File: config.mk
export PLATFORM = sky130hd
export DESIGN_NAME = muldiv_sequencer
export DESIGN_NICKNAME = d
export VERILOG_FILES = /design/src/rtl/muldiv_pkg.sv /design/src/rtl/muldiv_negate.sv /design/src/rtl/muldiv_sequencer.sv
export SDC_FILE = /design/constraint.sdc
export NUM_CORES = 1
export LEC_CHECK = 0
export ABC_AREA = 1
export CAP_MARGIN = 40
export CORE_UTILIZATION = 40
export DETAILED_ROUTE_END_ITERATION = 10
export GPL_TIMING_DRIVEN = 1
export SLEW_MARGIN = 20
export SYNTH_ARGS = -nofsm -noshare
export SYNTH_HDL_FRONTEND = slang
export SYNTH_SLANG_ARGS = --single-unit
File: constraint.sdc
create_clock -name Clk -period 13 [get_ports Clk]
set_input_delay 3.25 -clock Clk [delete_from_list [all_inputs] [get_ports Clk]]
set_output_delay 3.25 -clock Clk [all_outputs]
set_load 0.01 [all_outputs]
File: src/rtl/muldiv_pkg.sv
// Shared definitions for the HI/LO multiply/divide sequencer: op codes,
// controller states and the default iteration count.
package muldiv_pkg;

  localparam int MD_ITERS = 32;

  localparam logic [1:0] OP_MULT  = 2'b00;
  localparam logic [1:0] OP_MULTU = 2'b01;
  localparam logic [1:0] OP_DIV   = 2'b10;
  localparam logic [1:0] OP_DIVU  = 2'b11;

  typedef enum logic [1:0] {
    IDLE = 2'b00,
    RUN  = 2'b01,
    FIX  = 2'b10,
    DONE = 2'b11
  } md_state_t;

endpackage

File: src/rtl/muldiv_negate.sv
// Conditional two's-complement negate; shared by operand magnitude
// extraction and by the sign fix-up of finished results.
module muldiv_negate #(
  parameter int W = 32
) (
  input  logic [W-1:0] a,
  input  logic         neg,
  output logic [W-1:0] y
);

  assign y = neg ? ((~a) + W'(1)) : a;

endmodule

File: src/rtl/muldiv_sequencer.sv
// Iterative MULT/MULTU/DIV/DIVU unit owning HI/LO: one bit per cycle on
// unsigned magnitudes, sign fix-up in FIX, commit to HI/LO on leaving FIX.
module muldiv_sequencer
  import muldiv_pkg::*;
#(
  parameter int WIDTH = MD_ITERS
) (
  input  logic             Clk,
  input  logic             Rst,
  input  logic             start,
  input  logic [1:0]       op,
  input  logic [WIDTH-1:0] rs_data,
  input  logic [WIDTH-1:0] rt_data,
  input  logic             cancel,
  input  logic             hilo_read,
  input  logic             hi_we,
  input  logic             lo_we,
  input  logic [WIDTH-1:0] wdata,
  output logic [WIDTH-1:0] HI,
  output logic [WIDTH-1:0] LO,
  output logic             busy,
  output logic             done,
  output logic             div_by_zero,
  output logic             stall
);

  localparam int CW = (WIDTH > 1) ? $clog2(WIDTH) : 1;

  md_state_t          state_reg, state_next;
  logic               accept;
  logic [CW-1:0]      cnt_reg;
  logic [2*WIDTH-1:0] acc_reg, acc_step;
  logic [WIDTH-1:0]   mcand_reg;
  logic               is_div_reg, neg_q_reg, neg_r_reg, dz_reg;
  logic [WIDTH-1:0]   hi_reg, lo_reg;

  // Operand decode and magnitude extraction at load time
  logic             op_div, op_signed;
  logic [WIDTH-1:0] rs_mag, rt_mag;

  assign op_div    = (op == OP_DIV) || (op == OP_DIVU);
  assign op_signed = (op == OP_MULT) || (op == OP_DIV);

  muldiv_negate #(.W(WIDTH)) u_neg_rs (
    .a(rs_data), .neg(op_signed & rs_data[WIDTH-1]), .y(rs_mag)
  );
  muldiv_negate #(.W(WIDTH)) u_neg_rt (
    .a(rt_data), .neg(op_signed & rt_data[WIDTH-1]), .y(rt_mag)
  );

  // Iteration step: acc holds {partial, multiplier} for mul and
  // {remainder, dividend/quotient} for div.
  logic [WIDTH:0] mul_sum, div_shift, div_diff;

  always_comb begin
    mul_sum   = {1'b0, acc_reg[2*WIDTH-1:WIDTH]} + {1'b0, (acc_reg[0] ? mcand_reg : '0)};
    div_shift = {acc_reg[2*WIDTH-1:WIDTH], acc_reg[WIDTH-1]};
    div_diff  = div_shift - {1'b0, mcand_reg};
    acc_step  = {mul_sum, acc_reg[WIDTH-1:1]};
    if (is_div_reg) begin
      if (!div_diff[WIDTH])
        acc_step = {div_diff[WIDTH-1:0], acc_reg[WIDTH-2:0], 1'b1};
      else
        acc_step = {div_shift[WIDTH-1:0], acc_reg[WIDTH-2:0], 1'b0};
    end
  end

  // Result sign fix-up
  logic [2*WIDTH-1:0] prod_fix;
  logic [WIDTH-1:0]   quo_fix, rem_fix, hi_commit, lo_commit;

  muldiv_negate #(.W(2*WIDTH)) u_neg_prod (
    .a(acc_reg), .neg(neg_q_reg), .y(prod_fix)
  );
  muldiv_negate #(.W(WIDTH)) u_neg_quo (
    .a(acc_reg[WIDTH-1:0]), .neg(neg_q_reg), .y(quo_fix)
  );
  muldiv_negate #(.W(WIDTH)) u_neg_rem (
    .a(acc_reg[2*WIDTH-1:WIDTH]), .neg(neg_r_reg), .y(rem_fix)
  );

  assign hi_commit = is_div_reg ? rem_fix : prod_fix[2*WIDTH-1:WIDTH];
  assign lo_commit = is_div_reg ? quo_fix : prod_fix[WIDTH-1:0];

  always_comb begin
    state_next = state_reg;
    accept     = 1'b0;
    case (state_reg)
      IDLE, DONE: begin
        if (start) begin
          accept     = 1'b1;
          state_next = RUN;
        end else begin
          state_next = IDLE;
        end
      end
      RUN:     if (cnt_reg == '0) state_next = FIX;
      FIX:     state_next = DONE;
      default: state_next = IDLE;
    endcase
    // A flush always wins, including over a same-cycle start
    if (cancel) begin
      accept     = 1'b0;
      state_next = IDLE;
    end
  end

  always_ff @(posedge Clk or posedge Rst) begin
    if (Rst) begin
      state_reg  <= IDLE;
      cnt_reg    <= '0;
      acc_reg    <= '0;
      mcand_reg  <= '0;
      is_div_reg <= 1'b0;
      neg_q_reg  <= 1'b0;
      neg_r_reg  <= 1'b0;
      dz_reg     <= 1'b0;
      hi_reg     <= '0;
      lo_reg     <= '0;
    end else begin
      state_reg <= state_next;
      if (accept) begin
        cnt_reg    <= CW'(WIDTH - 1);
        acc_reg    <= {{WIDTH{1'b0}}, (op_div ? rs_mag : rt_mag)};
        mcand_reg  <= op_div ? rt_mag : rs_mag;
        is_div_reg <= op_div;
        neg_q_reg  <= op_signed & (rs_data[WIDTH-1] ^ rt_data[WIDTH-1]);
        neg_r_reg  <= op_signed & rs_data[WIDTH-1];
        dz_reg     <= (rt_data == '0);
      end else if (state_reg == RUN) begin
        acc_reg <= acc_step;
        if (cnt_reg != '0) cnt_reg <= cnt_reg - CW'(1);
      end

      if (state_reg == FIX) begin
        if (!cancel) begin
          hi_reg <= hi_commit;
          lo_reg <= lo_commit;
        end
      end else if (state_reg == IDLE || state_reg == DONE) begin
        if (hi_we) hi_reg <= wdata;
        if (lo_we) lo_reg <= wdata;
      end
    end
  end

  assign HI          = hi_reg;
  assign LO          = lo_reg;
  assign busy        = (state_reg == RUN) || (state_reg == FIX);
  assign done        = (state_reg == DONE);
  assign div_by_zero = (state_reg == DONE) && is_div_reg && dz_reg;
  assign stall       = busy & (start | hilo_read | hi_we | lo_we);

endmodule

Yosys cells after proc, flatten, opt, wreduce, memory -nomap -nowiden
Index checks and enable logic that the tools add are counted.
Cells by class
  add/sub/neg operators: 8
  $mul: 0
  div/mod/pow operators: 0
  $lt $le $gt $ge: 0
  equal/unequal tests: 7
  shift-type cells: 0
  multiplexer cells: 32
  bitwise gates (word level): 13
  reduce and logical (&&, ||, !) cells: 20
Operators by type and width (count)
  2-to-1 mux 32 bit: 17
  2-to-1 mux 64 bit: 5
  adder 32 x 1 -> 32 bit, second input constant: 4
  inverter 32 bit: 4
  adder 64 x 1 -> 64 bit, second input constant: 1
  inverter 64 bit: 1
  adder 32 x 32 -> 33 bit: 1
  subtractor 33 x 32 -> 33 bit: 1
  zero test 32 bit: 1
  2-to-1 mux 5 bit: 3
  nonzero test 2 bit: 5
  == test 2 bit, second input constant: 4
  one-hot mux 2 bit (3 select lines): 1
  AND reduction 3 bit: 2
  zero test 5 bit: 1
  nonzero test 5 bit: 1
  subtractor 5 x 1 -> 5 bit, second input constant: 1
  bitwise AND 1 bit: 4
  zero test 2 bit: 2
  logical OR 1 bit: 4
  2-to-1 mux 1 bit: 4
  2-to-1 mux 2 bit: 2
  != test 3 bit, second input constant: 1
  OR 1 bit: 3
  6 further kinds: 7
Word-level totals
  register bits after elaboration: 171
  bits in latches: 0
  memory bits (writable): 0
  memory bits (read-only): 0
  input bits: 105
  logic and storage cells: 90
  memories kept: 0

Logic depth before layout (Yosys ltp)
Gate-level depths: netlist of run 1.
  word-level depth: 6
  gate-level depth with buffers: 19
  depth with buffers taken out: 18

Cells and area by module
A second synthesis of run 1 with hierarchy kept.
Unflattened totals
  cell total of the unflattened synthesis: 3688
  area total of the unflattened synthesis: 21057.7 sq um
Modules (own cells, without submodules)
  muldiv_sequencer: times used 1, cells each 2282, area each 14157.3 sq um, seq. area each 4279.1 sq um
  muldiv_negate at u_neg_quo ...: times used 4, cells each 227, area each 1108.6 sq um, seq. area each 0.0 sq um
  muldiv_negate at u_neg_prod: times used 1, cells each 498, area each 2466.1 sq um, seq. area each 0.0 sq um

Worst setup path after synthesis of run 1
OpenSTA, ideal clock, no wires.
  path type: input-to-output
  start point: input hilo_read
  end point: output stall
  arrival time: 3527 ps
  required time: 9750 ps
  slack: 6223 ps
  stages: 2
  cell sequence: nor3_1 a21oi_1
Between the ends
  cells in the longest elaborated chain, start to end: 4
RTL lines
  start, declared: line muldiv_sequencer.sv:15  | input logic hilo_read,
  OR 1 bit (3 in a row): line muldiv_sequencer.sv:152  | assign stall = busy & (start | hilo_read | hi_we | lo_we);
  bitwise AND 1 bit: line muldiv_sequencer.sv:152
  end, declared: line muldiv_sequencer.sv:24  | output logic stall
Every way passes these cells.

Final worst setup path of run 1
  start point: input lo_we
  end point: output stall
Between the ends
  cells in the longest elaborated chain, start to end: 2
RTL lines
  start, declared: line muldiv_sequencer.sv:17  | input logic lo_we,
  OR 1 bit: line muldiv_sequencer.sv:152
  bitwise AND 1 bit: line muldiv_sequencer.sv:152
Every way passes these cells.

==> qor.yml, run 1 <==
status: "finished clean"
rsz0062_at_grt: "false"
grt_usage_pct: 32.49
final_cell_mix: "1031 x nand2_1, 451 x inv_1, 353 x nor2_1, 299 x nand3_1, 172 x clkdlybuf4s50_1"
synthXorXnorAreaFrac_pct: 3.108
die_y_um: 216.0
vias: 21270
max-slew-margin-rel_pct: 41.15
r2r_setup_slack_ns: 9.64
hold_start: "cnt_reg[4]"
clk_pin_slew_ns: 0.08
p_leak_nw: 10.52
fp-row-count: 78
syn_area_per_cell_um2: 5.771
grt_pass1_vias: 19470
slew_violations: 0
avgViaCountPerCell: 5.461
wl_per_cell_um: 19.66
clock_sinks: 171
synth_top_family_by_area: "simple AND/OR/NAND/NOR gates"
fin_setup_tns_ns: 0
port_buffers: 172
rr_startpoint: "state_reg[0]"
netlist-cell-type-count: 48
clock.fmax_ghz: 0.1295
final_common_cell: "nand2_1"
syn-cell-area_um2: 18320
drc: 0
cts_inserted_buffers: 17
max_cap_viol_count: 0
critPathMaxFanout: 2
finalClockSkew_ns: 0.01375
htree_levels: 4
ant_nets: 0
grt_pass1_wl_mm: 115.5
cts_tree: "built"
synth_mux_area_share_pct: 0
fillerInstances: 4919
grt-ovfl-total: 0
synth_compound_area_share_pct: 13.53
start_util_pct: 40.45
routed_wl_mm: 76.57
cts_setup_buffers: 0
clock_latency_ns: 0.48
worstHoldPathType: "register to register"
layout.nets: 3461
yosysWarnings: 0
hold_viol: 0
crit_arrival_ns: 4.47
fin_util_pct: 46.72
core_um2: 45280
crit_path_end_kind: "output pin"
cp-startpoint: "lo_we"
area_growth_pct: 15.51
clockBufferDepth: 2
synth_fp_nets: 3354
fin_crit_ns: 7.722
setup_viol: 0
drt-initial-drc-count: 2348
antenna_cells: 0
ctsHoldBuffers: 0
worst_slew_pin_slew_ns: 0.8827
synth_cells: 3174
drtPass1Iterations: 6
antenna_found_initial: 0
root_buffer: "clkbuf_16"
powerDensity_nw_per_um2: 280.9
cp.required_ns: 9.75
grt_max_degree: 68
period_share_pct: 59.40
crit_path_start_kind: "primary input"
synthAdderAreaFrac_pct: 5.205
synth-seq-cells: 171
largest_reg_flops: 64
hpwlAfterDp_mm: 62.08
crit_type: "primary input to output pin"
synth-simple-area-share_pct: 42.69
io_pins: 173
die_x_um: 216.0
drive_above_1_share_pct: 4.129
ys_seq_area_share_pct: 23.36
postCtsResizedCells: 0
vdd_drop_max_mv: 0.1296
gp_congestion: 1.021
dieArea_um2: 46650
[metrics by stage]
step / total power, mW / cell area, um^2 / setup WS, ns / cells / hold slack [ns]
6_report: 5.944 / 21160 / 5.278 / 3894 / 0.5042
5_1_grt: 6.449 / 21160 / 5.195 / 3894 / 0.5340
4_1_cts: 5.872 / 21160 / 5.265 / 3894 / 0.5098
3_5_place_dp: 5.304 / 20550 / 5.271 / 3862 / 0.4950
3_3_place_gp: 5.249 / 20510 / 5.264 / 3860 / 0.4797
2_1_floorplan: 3.906 / 18320 / 5.118 / 3174 / 0.4484
[where the power goes]
group          switching [mW]  total, mW  leakage (nW)  internal [mW]
clock                   0.267      0.559         0.294          0.292
combinational            2.79       4.17          8.19           1.38
sequential              0.430       1.22          2.04          0.790
total                    3.48       5.94          10.5           2.46
[cells by family after synthesis]
group	count (synthesis)
xor gates and xnor gates	65
DFF	171
and+or+nand+nor	1845
adders and majority gates	75
AOI/OAI and AO/OA	446
buffers and inverters	572
[worst max-delay path: stages]
cell             delay (ns)
clkdlybuf4s50_1        0.45
inv_1                  0.07
a21oi_1                0.15
clkdlybuf4s50_1        0.55
[synthesized netlist by cell type (all sizes together)]
| master | count | share of area, % |
|---|---|---|
| ha | 73 | 5.0 |
| nand2 | 1050 | 22 |
| a21o | 1 | 0.041 |
| xor2 | 48 | 2.3 |
| dfrtp | 171 | 23 |
| nor3b | 2 | 0.082 |
| nor2 | 373 | 8.0 |
| nand3b | 21 | 0.86 |
| a311oi | 1 | 0.048 |
| o22ai | 11 | 0.38 |
| a22oi | 8 | 0.33 |
| nor4 | 4 | 0.14 |
| o21bai | 9 | 0.37 |
| clkinv | 3 | 0.061 |
| o221ai | 5 | 0.24 |
| o21ai | 172 | 4.7 |
| a22o | 1 | 0.048 |
| o211ai | 29 | 1.2 |
| or2 | 10 | 0.34 |
| a31oi | 52 | 1.8 |
| and3 | 3 | 0.10 |
| xnor2 | 17 | 0.81 |
| and2 | 6 | 0.20 |
| inv | 466 | 9.5 |
| nand3 | 312 | 8.9 |
| fa | 2 | 0.22 |
| buf | 36 | 1.1 |
| nor3 | 29 | 0.85 |
| o21a | 2 | 0.082 |
| clkbuf | 67 | 1.4 |
| nand4 | 35 | 1.2 |
| a21oi | 155 | 4.3 |
[area by class of cell]
class                           instances  area [um^2]  share of cell area [%]
Multi-Input combinational cell       2431        11860                   56.07
Sequential cell                       171         4280                   20.23
Timing Repair Buffer                  191         1892                   8.941
Inverter                              469         1765                   8.344
Tap cell                              600        750.7                   3.548
Clock buffer                           18        429.2                   2.028
Clock inverter                         14        176.4                  0.8338
[per-layer routing]
metal	part of all wire, %	global-route usage [%]	wire [um]
met1	44	44.82	33920
met2	44	50.84	33870
met3	7.6	4.623	5799
met4	3.9	13.15	2985
met5	0	0	0
[final timing paths]
path,end,cells past startpoint
max in group asynchronous,acc_reg[19],5
max reg2reg,acc_reg[30],10
min reg2reg,cnt_reg[4],1
max,stall,4
min in group asynchronous,HI[0],2
min,cnt_reg[4],1
No activity file was read; power rests on OpenSTA's default activity.
==> run 2, diff against run 1 <==
Clock period 13 ns to 6.6 ns, I/O delays scaled along.
==> qor.yml, run 2 (synthesis results as in run 1) <==
status: "finished clean"
hold_path_depth: 1
clock_sinks: 171
power.share.switching_pct: 58.91
start_util_pct: 40.45
ant_nets: 0
met2_length_mm: 35.31
area_growth_pct: 15.37
worstHoldEndpoint: "cnt_reg[4]"
vias: 21240
p_sw_mw: 6.902
grt_max_degree: 82
antenna_found_initial: 0
avgViaCountPerCell: 5.453
clockBufferDepth: 2
core_um2: 45280
grt_pass1_wl_mm: 118.3
slowest_stage: "clkdlybuf4s50_1"
setup_viol: 0
clk_pin_slew_ns: 0.06
drc: 0
max_cap_viol_count: 0
seq_power_share_pct: 20.4
grt_pass1_vias: 19380
worst_slew_pin_slew_ns: 0.8504
port_buffers: 172
gp_congestion: 0.9519
worstRegToRegCells: 17
placed_cells: 3863
antenna_cells: 0
die_y_um: 216.0
largest_reg_flops: 64
root_buffer: "clkbuf_16"
share_comb_of_total_power_pct: 70.8
crit_path_end_kind: "output pin"
vdd_drop_max_mv: 0.2806
crit_type: "primary input to output pin"
fin_util_pct: 46.67
crit_chain: "clkdlybuf4s50_1, inv_1, a21oi_1, clkdlybuf4s50_1"
dpl_worst_slack_ns: 2.044
fin_setup_tns_ns: 0
met1_length_mm: 35.42
cts_inserted_buffers: 17
final_cell_mix: "1031 x nand2_1, 451 x inv_1, 353 x nor2_1, 299 x nand3_1, 172 x clkdlybuf4s50_1"
r2r_setup_slack_ns: 2.97
crit_arrival_ns: 2.86
fp-row-count: 78
cpPeakStageDelay_ns: 0.55
worstHoldPathType: "register to register"
routed.top_layer: "met4"
finalClockSkew_ns: 0.01881
clock.fmax_ghz: 0.2216
wl_met3_mm: 5.525
final_cells: 3894
worst_path_most_repeated_cell: "clkdlybuf4s50_1"
whs_ns: 0.5025
io_pins: 173
wl_per_cell_um: 20.26
dieArea_um2: 46650
layout.nets: 3462
clkPwrFrac_pct: 8.8
hold_viol: 0
rr_startpoint: "acc_reg[31]"
max-slew-margin-rel_pct: 43.31
worst_slack_ns: 2.087
drtPass1Iterations: 7
place_area_um2: 20570
postCtsResizedCells: 0
clock_latency_ns: 0.47
rr_endpoint: "acc_reg[41]"
final_common_cell: "nand2_1"
die_x_um: 216.0
grt-ovfl-total: 0
routed_wl_mm: 78.91
critPathMaxFanout: 2
drt-initial-drc-count: 2308
period_share_pct: 68.38
power_mw: 11.72
p_leak_nw: 10.51
cts_tree: "built"
htree_levels: 4
cts_setup_buffers: 0
rsz0062_at_grt: "false"
cp.required_ns: 4.95
powerDensity_nw_per_um2: 554.5
fin_crit_ns: 4.513
grt_usage_pct: 33.40
hpwlAfterDp_mm: 64.51
ctsHoldBuffers: 0
internal_power_mw: 4.815
stdcell_area_um2: 21130
slew_violations: 0
drive_above_1_share_pct: 4.159
critPathTopFamily: "buffers and inverters"
crit_buf_inv: 3
hold_start: "cnt_reg[4]"
crit_path_start_kind: "primary input"
==> run 2: metal layers <==
metal  up-vias  global-route usage [%]
li1      10370                       -
met1      9872                   46.98
met2       898                   52.98
met3        98                   3.763
met4         0                   11.13
met5         -                       0
==> run 2: worst max path at each step <==
| stage | from | to | slack, ns | depth (start not counted) |
|---|---|---|---|---|
| 5_1_grt | lo_we | stall | 2.01 | 4 |
| 6_report | lo_we | stall | 2.09 | 4 |
| 2_1_floorplan | Rst | HI[0] | 0.32 | 1 |
| 4_1_cts | lo_we | stall | 2.07 | 4 |
| 3_5_place_dp | cancel | acc_reg[24] | 2.04 | 10 |
| 3_3_place_gp | lo_we | stall | 2.08 | 4 |
==> run 2: area by class of cell <==
| class | instances | area, um^2 |
|---|---|---|
| fillers | 4994 | 24150 |
| multi-input cells | 2431 | 11860 |
| flip-flops and latches | 171 | 4282 |
| repair buffers | 192 | 1912 |
| inverters | 469 | 1765 |
| well taps | 600 | 750.7 |
| clock buffers | 18 | 429.2 |
| clock inverters | 13 | 128.9 |
==> run 2: power by group through the flow <==
stage                     combinational, mW  clock [mW]  sequential, mW
final                                  8.30        1.03            2.39
after global routing                   9.19        1.07            2.43
after CTS                              8.18        1.03            2.35
after detailed placement               8.14           0            2.37
after global placement                 8.02           0            2.39
after floorplan                        5.64           0            2.06
==> run 2: worst reg2reg max path: cells and delay by family, from the launching register on <==
kind / cells / cell delay [ns]
AND/OR/NAND/NOR: 13 / 1.88
adder cells (fa/ha/maj): 2 / 0.65
buffers and inverters: 2 / 0.36
flip-flops: 1 / 0.61
==> run 3, diff against run 2 <==
Clock period 6.6 ns to 3.8 ns, I/O delays scaled along.
==> qor.yml, run 3 (synthesis results as in run 1) <==
status: "complete, but fails checks"
violations: "design-rule violations"
clock.fmax_ghz: 0.3207
start_util_pct: 40.45
powerDensity_nw_per_um2: 959.7
crit_type: "primary input to output pin"
max-slew-margin-rel_pct: 40.75
grt-ovfl-total: 0
htree_levels: 4
clk_pin_slew_ns: 0.07
ctsHoldBuffers: 0
ant_nets: 0
drtPass1Iterations: 11
p_leak_nw: 10.67
stdcell_area_um2: 21420
drt-initial-drc-count: 2283
vias: 21450
worst_path_most_repeated_cell: "clkdlybuf4s50_1"
cts_tree: "built"
antenna_found_initial: 1
fin_setup_tns_ns: 0
drive_above_1_share_pct: 4.849
port_buffers: 172
crit_arrival_ns: 2.17
finalClockSkew_ns: 0.02033
cp.required_ns: 2.85
fin_util_pct: 47.30
cpPeakStageDelay_ns: 0.55
clock_sinks: 171
place_area_um2: 20810
worstRegToRegCells: 16
die_x_um: 216.0
area_growth_pct: 16.93
hold_viol: 0
routed_wl_mm: 78.11
final_cell_mix: "1031 x nand2_1, 451 x inv_1, 353 x nor2_1, 299 x nand3_1, 172 x clkdlybuf4s50_1"
slew_violations: 0
layout.nets: 3488
clock_latency_ns: 0.48
antenna_cells: 0
hold_path_depth: 1
gp_congestion: 1.042
dieArea_um2: 46650
rsz0062_at_grt: "false"
hpwlAfterDp_mm: 63.84
avgViaCountPerCell: 5.473
cts_setup_buffers: 0
whs_ns: 0.5141
final_common_cell: "nand2_1"
crit_chain: "clkdlybuf4s50_1, inv_1, a21oi_1, clkdlybuf4s50_1"
core_um2: 45280
grt_usage_pct: 32.77
setup_viol: 0
grt_pass1_wl_mm: 116.6
largest_reg_flops: 64
clockBufferDepth: 2
grt_max_degree: 65
vdd_drop_max_mv: 0.4371
worstHoldPathType: "register to register"
crit_path_end_kind: "output pin"
wl_per_cell_um: 19.93
worst_slew_pin_slew_ns: 0.8888
period_share_pct: 82.05
fillerInstances: 4881
fp-row-count: 78
crit_path_start_kind: "primary input"
cts_inserted_buffers: 17
fin_crit_ns: 3.118
root_buffer: "clkbuf_16"
grt_pass1_vias: 19810
drc: 1
postCtsResizedCells: 0
die_y_um: 216.0
max_cap_viol_count: 0
slowest_stage: "clkdlybuf4s50_1"
critPathMaxFanout: 2
io_pins: 173
==> run 3: changes by cell type in the layout (fill, tap and decap cells not counted) <==
cell	delta
buf_12	+4
buf_4	+23
buf_8	-1
bufinv_16	+2
clkbuf_1	+1
clkbuf_8	+1
clkinv_2	-1
clkinvlp_4	+2
dfrtp_1	+1
dfrtp_2	-1
inv_6	-7
inv_8	+2
==> run 3: final cells by class <==
class                   count  area, um^2  share of cell area [%]
clock buffers              20       446.7                   2.086
flip-flops and latches    171        4280                   19.99
multi-input cells        2431       11860                   55.40
well taps                 600       750.7                   3.505
repair buffers            218        2150                   10.04
inverters                 469        1764                   8.237
clock inverters            11       161.4                  0.7536
==> run 3: worst paths after layout <==
kind,slack [ns],endpoint,start
hold / removal,0.51,cnt_reg[4],cnt_reg[4]
setup / recovery,0.68,stall,lo_we
setup reg to reg,0.69,acc_reg[55],acc_reg[0]
min in group asynchronous,0.94,LO[3],Rst
hold reg to reg,0.51,cnt_reg[4],cnt_reg[4]
max in group asynchronous,2.11,HI[25],Rst
==> run 3: worst max-delay path: cells and delay by family <==
kind	cells	cell delay [ns]
buffers and inverters	3	1.07
AOI/OAI and AO/OA	1	0.14
==> run 3: metrics by stage <==
stage | total power, mW | instances | setup slack [ns]
global route | 22.21 | 3920 | 0.4914
finish | 20.55 | 3920 | 0.6822
detailed placement | 18.34 | 3889 | 0.4656
global placement | 18.14 | 3887 | 0.3029
CTS | 20.28 | 3920 | 0.6769
floorplan | 13.36 | 3174 | 0.6673
==> run 3: where the power goes <==
part	total (mW)	internal (mW)	switching, mW
clock network	1.90	1.06	0.836
logic	14.7	4.87	9.80
registers	3.98	2.71	1.28
total	20.6	8.64	11.9
==> run 3: per-layer routing <==
| layer | part of all wire [%] | routed length (um) | vias up | GRT usage [%] |
|---|---|---|---|---|
| met4 | 4.7 | 3652 | 2 | 15.61 |
| met5 | 0.013 | 10 | - | 0 |
| met1 | 43 | 33720 | 9865 | 44.11 |
| li1 | - | - | 10380 | - |
| met3 | 8.9 | 6937 | 152 | 5.765 |
| met2 | 43 | 33790 | 1052 | 50.70 |
